$ cat src/rtl/oled_pkg.sv
// Shared types and constants for the SSD1306 SPI transmit path.
// FSM state encoding and FIFO entry width ({dc, data[7:0]}).
package oled_pkg;

    localparam int OLED_ENTRY_W = 9;

    typedef enum logic [1:0] {
        IDLE,
        LOAD,
        LOW,
        HIGH
    } oled_state_e;

endpackage

$ cat src/rtl/oled_tx_fifo.sv
// Small synchronous FIFO for {dc, data} entries feeding the SPI shifter.
// The head entry is read straight from the array so the shifter can pop
// and use it in the same LOAD cycle; a push into an empty FIFO is only
// visible from the following cycle (no bypass).
module oled_tx_fifo
    import oled_pkg::*;
#(
    parameter int DEPTH = 4,
    parameter int WIDTH = OLED_ENTRY_W
) (
    input  logic                       clk,
    input  logic                       rst,
    input  logic                       push_i,
    input  logic [WIDTH-1:0]           push_data_i,
    input  logic                       pop_i,
    output logic [WIDTH-1:0]           pop_data_o,
    output logic [$clog2(DEPTH):0]     level_o,
    output logic                       full_o,
    output logic                       empty_o
);

    localparam int PW = $clog2(DEPTH);
    localparam int LW = PW + 1;

    logic [WIDTH-1:0] mem [DEPTH];
    logic [PW-1:0]    wr_ptr_q, wr_ptr_d;
    logic [PW-1:0]    rd_ptr_q, rd_ptr_d;
    logic [LW-1:0]    level_q, level_d;
    logic             do_push, do_pop;

    assign full_o     = (level_q == LW'(DEPTH));
    assign empty_o    = (level_q == '0);
    assign level_o    = level_q;
    assign pop_data_o = mem[rd_ptr_q];
    assign do_push    = push_i && !full_o;
    assign do_pop     = pop_i && !empty_o;

    // Pointer and occupancy next-state; simultaneous push and pop keep the level.
    always_comb begin
        wr_ptr_d = wr_ptr_q;
        rd_ptr_d = rd_ptr_q;
        level_d  = level_q;
        if (do_push) begin
            wr_ptr_d = wr_ptr_q + PW'(1);
        end
        if (do_pop) begin
            rd_ptr_d = rd_ptr_q + PW'(1);
        end
        if (do_push && !do_pop) begin
            level_d = level_q + LW'(1);
        end else if (do_pop && !do_push) begin
            level_d = level_q - LW'(1);
        end
    end

    // Pointer/level registers; reset flushes the FIFO.
    always_ff @(posedge clk or posedge rst) begin
        if (rst) begin
            wr_ptr_q <= '0;
            rd_ptr_q <= '0;
            level_q  <= '0;
        end else begin
            wr_ptr_q <= wr_ptr_d;
            rd_ptr_q <= rd_ptr_d;
            level_q  <= level_d;
        end
    end

    // Storage write; contents need no reset since level gates every read.
    always_ff @(posedge clk) begin
        if (do_push) begin
            mem[wr_ptr_q] <= push_data_i;
        end
    end

endmodule

$ cat src/rtl/oled_spi_tx.sv
// Byte-level SPI (mode 0, MSB first) transmitter for the SSD1306 OLED.
// Bytes tagged with D/C are buffered in oled_tx_fifo and shifted out on
// oled_sclk/oled_sdin; done pulses once per byte at its last SCLK fall.
// Optional chip-select output: define OLED_SPI_TX_CS_EN.
module oled_spi_tx
    import oled_pkg::*;
#(
    parameter int CLK_DIV    = 4,
    parameter int FIFO_DEPTH = 4
) (
    input  logic                          clk,
    input  logic                          rst,
    input  logic                          in_valid,
    output logic                          in_ready,
    input  logic [7:0]                    in_data,
    input  logic                          in_dc,
    output logic                          busy,
    output logic                          done,
    output logic [$clog2(FIFO_DEPTH):0]   fifo_level,
    output logic                          oled_sclk,
    output logic                          oled_sdin,
    output logic                          oled_dc
`ifdef OLED_SPI_TX_CS_EN
    ,
    output logic                          oled_cs_n
`endif
);

    localparam logic [7:0] DIV_LAST = 8'(CLK_DIV - 1);

    oled_state_e            state_q, state_d;
    logic [7:0]             div_q, div_d;
    logic [2:0]             bit_q, bit_d;
    logic [6:0]             shift_q, shift_d;
    logic                   sclk_q, sclk_d;
    logic                   sdin_q, sdin_d;
    logic                   dc_q, dc_d;
    logic                   done_q, done_d;
`ifdef OLED_SPI_TX_CS_EN
    logic                   cs_n_q, cs_n_d;
`endif

    logic                   pop;
    logic [OLED_ENTRY_W-1:0] head;
    logic                   fifo_full, fifo_empty;
    logic                   div_last;

    oled_tx_fifo #(
        .DEPTH (FIFO_DEPTH),
        .WIDTH (OLED_ENTRY_W)
    ) u_fifo (
        .clk         (clk),
        .rst         (rst),
        .push_i      (in_valid),
        .push_data_i ({in_dc, in_data}),
        .pop_i       (pop),
        .pop_data_o  (head),
        .level_o     (fifo_level),
        .full_o      (fifo_full),
        .empty_o     (fifo_empty)
    );

    assign in_ready  = !fifo_full;
    assign busy      = (state_q != IDLE) || !fifo_empty;
    assign done      = done_q;
    assign oled_sclk = sclk_q;
    assign oled_sdin = sdin_q;
    assign oled_dc   = dc_q;
    assign div_last  = (div_q == DIV_LAST);
`ifdef OLED_SPI_TX_CS_EN
    assign oled_cs_n = cs_n_q;
`endif

    // Next-state: divider paces each SCLK half period, data moves only on falls.
    always_comb begin
        state_d = state_q;
        div_d   = div_q;
        bit_d   = bit_q;
        shift_d = shift_q;
        sclk_d  = sclk_q;
        sdin_d  = sdin_q;
        dc_d    = dc_q;
        done_d  = 1'b0;
        pop     = 1'b0;
`ifdef OLED_SPI_TX_CS_EN
        cs_n_d  = cs_n_q;
`endif
        case (state_q)
            IDLE: begin
`ifdef OLED_SPI_TX_CS_EN
                // Release CS one cycle after the final byte completes.
                if (done_q) begin
                    cs_n_d = 1'b1;
                end
`endif
                if (!fifo_empty) begin
                    state_d = LOAD;
                end
            end
            LOAD: begin
                pop     = 1'b1;
                dc_d    = head[8];
                sdin_d  = head[7];
                shift_d = head[6:0];
                bit_d   = 3'd7;
                div_d   = '0;
                state_d = LOW;
`ifdef OLED_SPI_TX_CS_EN
                cs_n_d  = 1'b0;
`endif
            end
            LOW: begin
                if (div_last) begin
                    div_d   = '0;
                    sclk_d  = 1'b1;
                    state_d = HIGH;
                end else begin
                    div_d = div_q + 8'd1;
                end
            end
            HIGH: begin
                if (div_last) begin
                    div_d  = '0;
                    sclk_d = 1'b0;
                    if (bit_q != 3'd0) begin
                        sdin_d  = shift_q[6];
                        shift_d = {shift_q[5:0], 1'b0};
                        bit_d   = bit_q - 3'd1;
                        state_d = LOW;
                    end else begin
                        // Last bit: sdin keeps data[0] while idle.
                        done_d  = 1'b1;
                        state_d = fifo_empty ? IDLE : LOAD;
                    end
                end else begin
                    div_d = div_q + 8'd1;
                end
            end
            default: state_d = IDLE;
        endcase
    end

    // State register; reset drops the partial byte and forces idle outputs.
    always_ff @(posedge clk or posedge rst) begin
        if (rst) begin
            state_q <= IDLE;
            div_q   <= '0;
            bit_q   <= '0;
            shift_q <= '0;
            sclk_q  <= 1'b0;
            sdin_q  <= 1'b0;
            dc_q    <= 1'b0;
            done_q  <= 1'b0;
`ifdef OLED_SPI_TX_CS_EN
            cs_n_q  <= 1'b1;
`endif
        end else begin
            state_q <= state_d;
            div_q   <= div_d;
            bit_q   <= bit_d;
            shift_q <= shift_d;
            sclk_q  <= sclk_d;
            sdin_q  <= sdin_d;
            dc_q    <= dc_d;
            done_q  <= done_d;
`ifdef OLED_SPI_TX_CS_EN
            cs_n_q  <= cs_n_d;
`endif
        end
    end

endmodule

$ cat config.mk
export PLATFORM = sky130hd
export DESIGN_NAME = oled_spi_tx
export DESIGN_NICKNAME = d
export VERILOG_FILES = /design/src/rtl/oled_pkg.sv /design/src/rtl/oled_tx_fifo.sv /design/src/rtl/oled_spi_tx.sv
export SDC_FILE = /design/constraint.sdc
export NUM_CORES = 1
export LEC_CHECK = 0
export ABC_AREA = 1
export CAP_MARGIN = 25
export CORE_MARGIN = 5
export CORE_UTILIZATION = 35
export CTS_CLUSTER_SIZE = 28
export DETAILED_ROUTE_END_ITERATION = 10
export GPL_ROUTABILITY_DRIVEN = 0
export HOLD_SLACK_MARGIN = 0.03
export PLACE_DENSITY = 0.58
export SETUP_SLACK_MARGIN = 0.5
export SLEW_MARGIN = 10
export SYNTH_ARGS = -nofsm -noshare
export SYNTH_HDL_FRONTEND = slang
export SYNTH_SLANG_ARGS = --single-unit
$ cat constraint.sdc
create_clock -name clk -period 2.2 [get_ports clk]
set_clock_uncertainty 0.15 [all_clocks]
set_input_delay 0.44 -clock clk [delete_from_list [all_inputs] [get_ports clk]]
set_output_delay 0.44 -clock clk [all_outputs]
set_load 0.01 [all_outputs]
Yosys cells after proc, flatten, opt, wreduce, memory -nomap -nowiden
Memories as Yosys holds them, arrays and structs flattened.
Index checks and enable logic that the tools add are counted.
W data, S select, Z words.
Storage, ports and cells
  flip-flop bits (word level): 31
  RAM bits: 36
  bits of input ports: 12
  output and inout bits: 9
  word-level logic and storage cells: 76
  memories kept: 1
Memory list
  u_fifo.mem: depth 4, bits a word 9, read ports 1, clocked after Yosys merged registers in 0, write ports 1, line oled_tx_fifo.sv:25  | logic [WIDTH-1:0] mem [DEPTH];
Cells by class
  add/subtract/negate cells: 6
  equal/unequal tests: 9
  mux-type cells: 28
  reduce and logical (&&, ||, !) cells: 21
Operators with widths (count)
  $pmux W8 S2: 1
  $mux W7: 2
  $pmux W7 S2: 1
  $mux W3: 4
  $mux W1: 11
  $reduce_bool A2 Y1: 5
  $reduce_and A3 Y1: 3
  $add A8 B1 Y8 const B: 1
  $eq A8 B2 Y1 const B: 1
  $mux W2: 4
  $mux W8: 1
  $ne A2 B2 Y1 const B: 4
  $pmux W2 S4: 1
  $pmux W3 S2: 1
  $sub A3 B1 Y3 const B: 2
  $add A2 B1 Y2 const B: 2
  $eq A2 B2 Y1 const B: 2
  $logic_and A1 B1 Y1: 4
  $logic_not A1 Y1: 4
  $pmux W1 S2: 2
  $add A3 B1 Y3 const B: 1
  $eq A3 B3 Y1 const B: 1
  $logic_not A3 Y1: 1
  $reduce_bool A3 Y1: 1
  4 further kinds: 4

Longest topological paths before layout
  depth after elaboration: 7
  gate-level depth with buffers: 10
  gate-level depth less buffers: 10

By module
Synthesis repeated with hierarchy kept, for this count alone.
Second synthesis, totals
  cells, all modules: 338
  area total of the unflattened synthesis: 3201.8 sq um
Modules (own cells, without submodules)
  oled_tx_fifo: instances 1, cells each 166, area an instance 1886.8 sq um, sequential area each 1256.2 sq um
  oled_spi_tx: instances 1, cells each 172, area an instance 1315.0 sq um, sequential area each 600.6 sq um

Least setup slack after synthesis
No wires, ideal clock.
  path type: register to register
  start: register u_fifo.level_q[0], in the netlist u_fifo.level_o[0]
  end: register u_fifo.level_q[2], in the netlist u_fifo.level_o[2]
  library setup time: 0.131 ns
  data arrival time: 1.855 ns
  required time: 1.919 ns
  setup slack: 0.064 ns
  cell stages (with the launch flop): 11
  path buffers: 0
  clock period less this slack: 2.136 ns
  cell sequence: dfrtp_1 > inv_1 > nand3_1 > nand2_1 > inv_1 > ha_1 > inv_1 > fa_1 > a21oi_1 > o21ai_0 > xor2_1
Between the ends
  word-level cells in the longest chain between the ends: 6
  elaborated cells between the ends (all ways): 15
  classes of those cells: 2 x add/sub; 1 x eq/ne; 2 x mux; 10 x reduce/logical
Ends and longest elaborated chain
  from (decl): line oled_tx_fifo.sv:28  | logic [LW-1:0] level_q, level_d;
  from (signal assigned): line oled_tx_fifo.sv:65  | level_q <= level_d;
  $eq A3 B3 Y1 *: line oled_tx_fifo.sv:31  | assign full_o = (level_q == LW'(DEPTH));
  $logic_not A1 Y1 *
  named net in_ready: line oled_spi_tx.sv:14  | output logic in_ready,
  $logic_and A1 B1 Y1 *: line oled_tx_fifo.sv:35  | assign do_push = push_i && !full_o;
  named net u_fifo.do_push: line oled_tx_fifo.sv:29  | logic do_push, do_pop;
  $logic_not A1 Y1: line oled_tx_fifo.sv:51  | end else if (do_pop && !do_push) begin
  $logic_and A1 B1 Y1: line oled_tx_fifo.sv:51
  $reduce_bool A2 Y1 (no line)
The timed path passes the listed nets; every way through them passes the cells marked *. The select of a mux whose other input is x is not followed.
A chain may end at the register's enable or synchronous reset.

Final worst setup path
  start: register state_q[0]
  end: register u_fifo.level_q[2], in the netlist u_fifo.level_o[2]
Between the ends
  word-level cells in the longest chain between the ends: 6
  elaborated cells between the ends (all ways): 8
  classes of those cells: 1 x eq/ne; 2 x mux; 5 x reduce/logical
Ends and longest elaborated chain
  from (decl): line oled_spi_tx.sv:31  | oled_state_e state_q, state_d;
  from (signal assigned): line oled_spi_tx.sv:158  | state_q <= state_d;
  $eq A2 B1 Y1 *: line oled_spi_tx.sv:88  | case (state_q)
  $mux W1 *: line oled_spi_tx.sv:88
  $logic_and A1 B1 Y1 *: line oled_tx_fifo.sv:36  | assign do_pop = pop_i && !empty_o;
  $logic_not A1 Y1: line oled_tx_fifo.sv:49  | if (do_push && !do_pop) begin
  $logic_and A1 B1 Y1: line oled_tx_fifo.sv:49
  $mux W3 / $reduce_bool A2 Y1 (equally long branches)
Every way passes the cells marked *; elsewhere a longest branch is shown, timed or not.

==> run summary <==
status: completed
Netlist cell types: 28
most common cell after layout, fill and taps aside: nand2_1
H-tree Lvls: 3
Max Freq: 0.541 GHz
vias in the first global route: 2224
largest net degree at the start of global routing: 32
Worst-path clk slew: 0.08 ns
fraction of layout cells with a size suffix above 1: 27.0%
top cells by area, synth: edfxtp_1 (35%), dfrtp_1 (25%), nand2_1 (11%), nand3_1 (6.2%), ha_1 (3.2%)
CTS sink cnt: 67
final net count: 398
Core Box Area: 8640 um^2
sequential power share: 47.0%
FP Rows: 34
DRT Wirelength: 6230 um
Die H: 104 um
Fillers: 842
setup slack after layout: 0.350 ns
share of Yosys cell area claimed by the top area cell type: 35.1%
crit path cell chain: buf_12, clkinv_8, nor2_4, nand2_4, ha_4, inv_4, fa_2, a21oi_2, o21ai_1, xor2_1
CP max stage cell: dfrtp_2
Layout area overhead: 29.5%
Starting DRT DRC Count: 108
sw frac: 28.5%
CP Launch Type: register
DP Worst Slack: 0.0180 ns
Required @ worst endpoint: 2.28 ns
TritonCTS buffer count: 9
clock period minus worst slack: 1.85 ns
Initial Util: 35.7%
Power Density: 844 nW/um^2
# diodes: 0
VDD IR-drop max: 447 uV
critical path peak fanout: 3
worst hold path type: in -> async
number of I/O pins: 21
gr usage total: 12.2%
commonest non-fill, non-tap cells in the layout: nand2_1 (92), buf_4 (38), nand3_1 (36), edfxtp_1 (36), dfrtp_1 (28)
final period utilization: 84.1%
hpwl dp: 4010 um
number of setup violations in the final report: 0
Design Power: 3370 uW
# Max-Cap Violations: 0
Hold Buf Count CTS: 0
Worst path max stage delay: 0.44 ns
CP arrival: 1.93 ns
cell taking the most area after synthesis: edfxtp_1
Int Pwr: 2410 uW
Met2 Wirelength: 3060 um
Die W: 104 um
met3 WL: 189 um
DRC: 0
via count: 2247
Initial DRT Pass Iterations: 4
Mapped Cells: 311
worst-margin pin slew: 0.402 ns
number of synthesis warnings: 0
Seq/Total Area, Yosys: 60.2%
final hold vios: 0
routed length on met1: 2920 um
kind of capture point of the worst setup path: register
Fin Setup TNS: 0 ns
Clock Power Share: 30.4%
Die ar.: 10800 um^2
syn_nets: 332
RSZ-0062 raised after global routing: true
antenna viol nets, final: 0
critical path class: reg -> reg
CTS tree: built
average cell area after synthesis: 9.91 um^2
clock root buffer: clkbuf_8
synthesis-stage register bit count: 67
first-pass GRT wire length: 10600 um
top layer in use: met4
WL/cell: 12.7 um
Longest Clk Path Bufs: 2
initial antenna violation count: 0
Final Slew Violations: 0
vias per cell: 4.59
gr ovfl total: 0
logic gate share of total power: 22.5%
clk_lat worst skew: 0.34 ns
switching power: 961 uW
Slew headroom: 73.2%
IO Port Bufs: 20
leakage: 0.00176 uW
Cell Area, Synth: 3080 um^2
==> per-stage QoR <==
| stage | util [%] | cell area (um^2) | std cells | hold slack [ns] |
|---|---|---|---|---|
| 2_1_floorplan | - | 3130 | 311 | 0.299 |
| 6_report | 46.2 | 3990 | 490 | 0.336 |
| 3_3_place_gp | 40.4 | 3490 | 443 | 0.316 |
| 5_1_grt | 46.2 | 3990 | 490 | 0.353 |
| 3_5_place_dp | 40.4 | 3490 | 443 | 0.323 |
| 4_1_cts | 44.7 | 3860 | 476 | 0.339 |
==> critical path, delay by kind of cell (launching register included) <==
| family | cells | cell delay, ns |
|---|---|---|
| fa+ha+maj | 2 | 0.48 |
| flops | 1 | 0.44 |
| buf+inv | 3 | 0.21 |
| compound gates | 2 | 0.19 |
| xor+xnor | 1 | 0.16 |
| simple gates | 2 | 0.10 |
==> registers in the layout (all words and copies together), names as in the netlist, 2 cells and up <==
signal           count
bit_q                3
div_q                8
shift_q              7
state_q              2
u_fifo.level_o       3
u_fifo.mem          36
u_fifo.rd_ptr_q      2
u_fifo.wr_ptr_q      2
==> power by group through the flow <==
stage / sequential, uW / clock, uW / combinational (uW)
2_1_floorplan: 1630 / 0 / 327
5_1_grt: 1600 / 1100 / 853
4_1_cts: 1590 / 1060 / 689
3_3_place_gp: 1630 / 0 / 554
6_report: 1590 / 1030 / 760
3_5_place_dp: 1630 / 0 / 565
==> kinds of logic after synthesis <==
logic type | synth area share [%]
flip-flops | 60.2
adder cells (fa/ha/maj) | 3.90
AND/OR/NAND/NOR | 25.4
XOR/XNOR | 1.70
buffers and inverters | 5.28
AO/OA/AOI/OAI | 3.49
==> metal layers <==
layer	vias to the layer above	track usage, %
met2	26	20.1
met4	0	5.27
met5	-	0
li1	1153	-
met1	1063	15.4
met3	5	2.61
==> cells in the mapped netlist <==
cell type,n
a21oi_1,3
buf_12,1
buf_2,3
buf_4,1
buf_6,1
clkinv_1,2
dfrtp_1,31
edfxtp_1,36
fa_1,1
ha_1,8
inv_1,23
inv_2,4
nand2_1,94
nand2_2,11
nand2_4,2
nand3_1,38
nand4_1,1
nor2_1,20
nor2_2,1
nor2_4,4
nor3_1,2
o21a_1,1
o21ai_0,11
o21ai_1,1
o22ai_1,4
or2_2,1
xnor2_1,2
xor2_1,4
==> cell type report <==
cell class | instances | area (um^2) | area share [%]
Clock buffer | 9 | 124 | 3.10
Multi-Input combinational cell | 209 | 1150 | 28.9
Clock inverter | 7 | 77.6 | 1.94
Tap cell | 108 | 135 | 3.38
Timing Repair Buffer | 61 | 514 | 12.9
Inverter | 29 | 130 | 3.26
Sequential cell | 67 | 1860 | 46.6
==> worst paths after layout <==
path / slack (ns) / endpoint / cells past startpoint / from
max: 0.35 / u_fifo.level_o[2] / 10 / state_q[0]
min: 0.34 / div_q[1] / 3 / rst
max reg2reg: 0.35 / u_fifo.level_o[2] / 10 / state_q[0]
min reg2reg: 0.34 / oled_sdin / 2 / oled_sdin
max in group asynchronous: 1.26 / state_q[0] / 3 / rst
min in group clk: 0.34 / oled_sdin / 2 / oled_sdin
==> repair_timing <==
action                                  in CTS  in global routing
cloned                                       0                  0
endpoints found under the setup margin      19                 16
buffers inserted                            17                 14
gates resized for setup                     32                  8
pin swaps                                    8                 13
(Power assumes the default switching activity.)
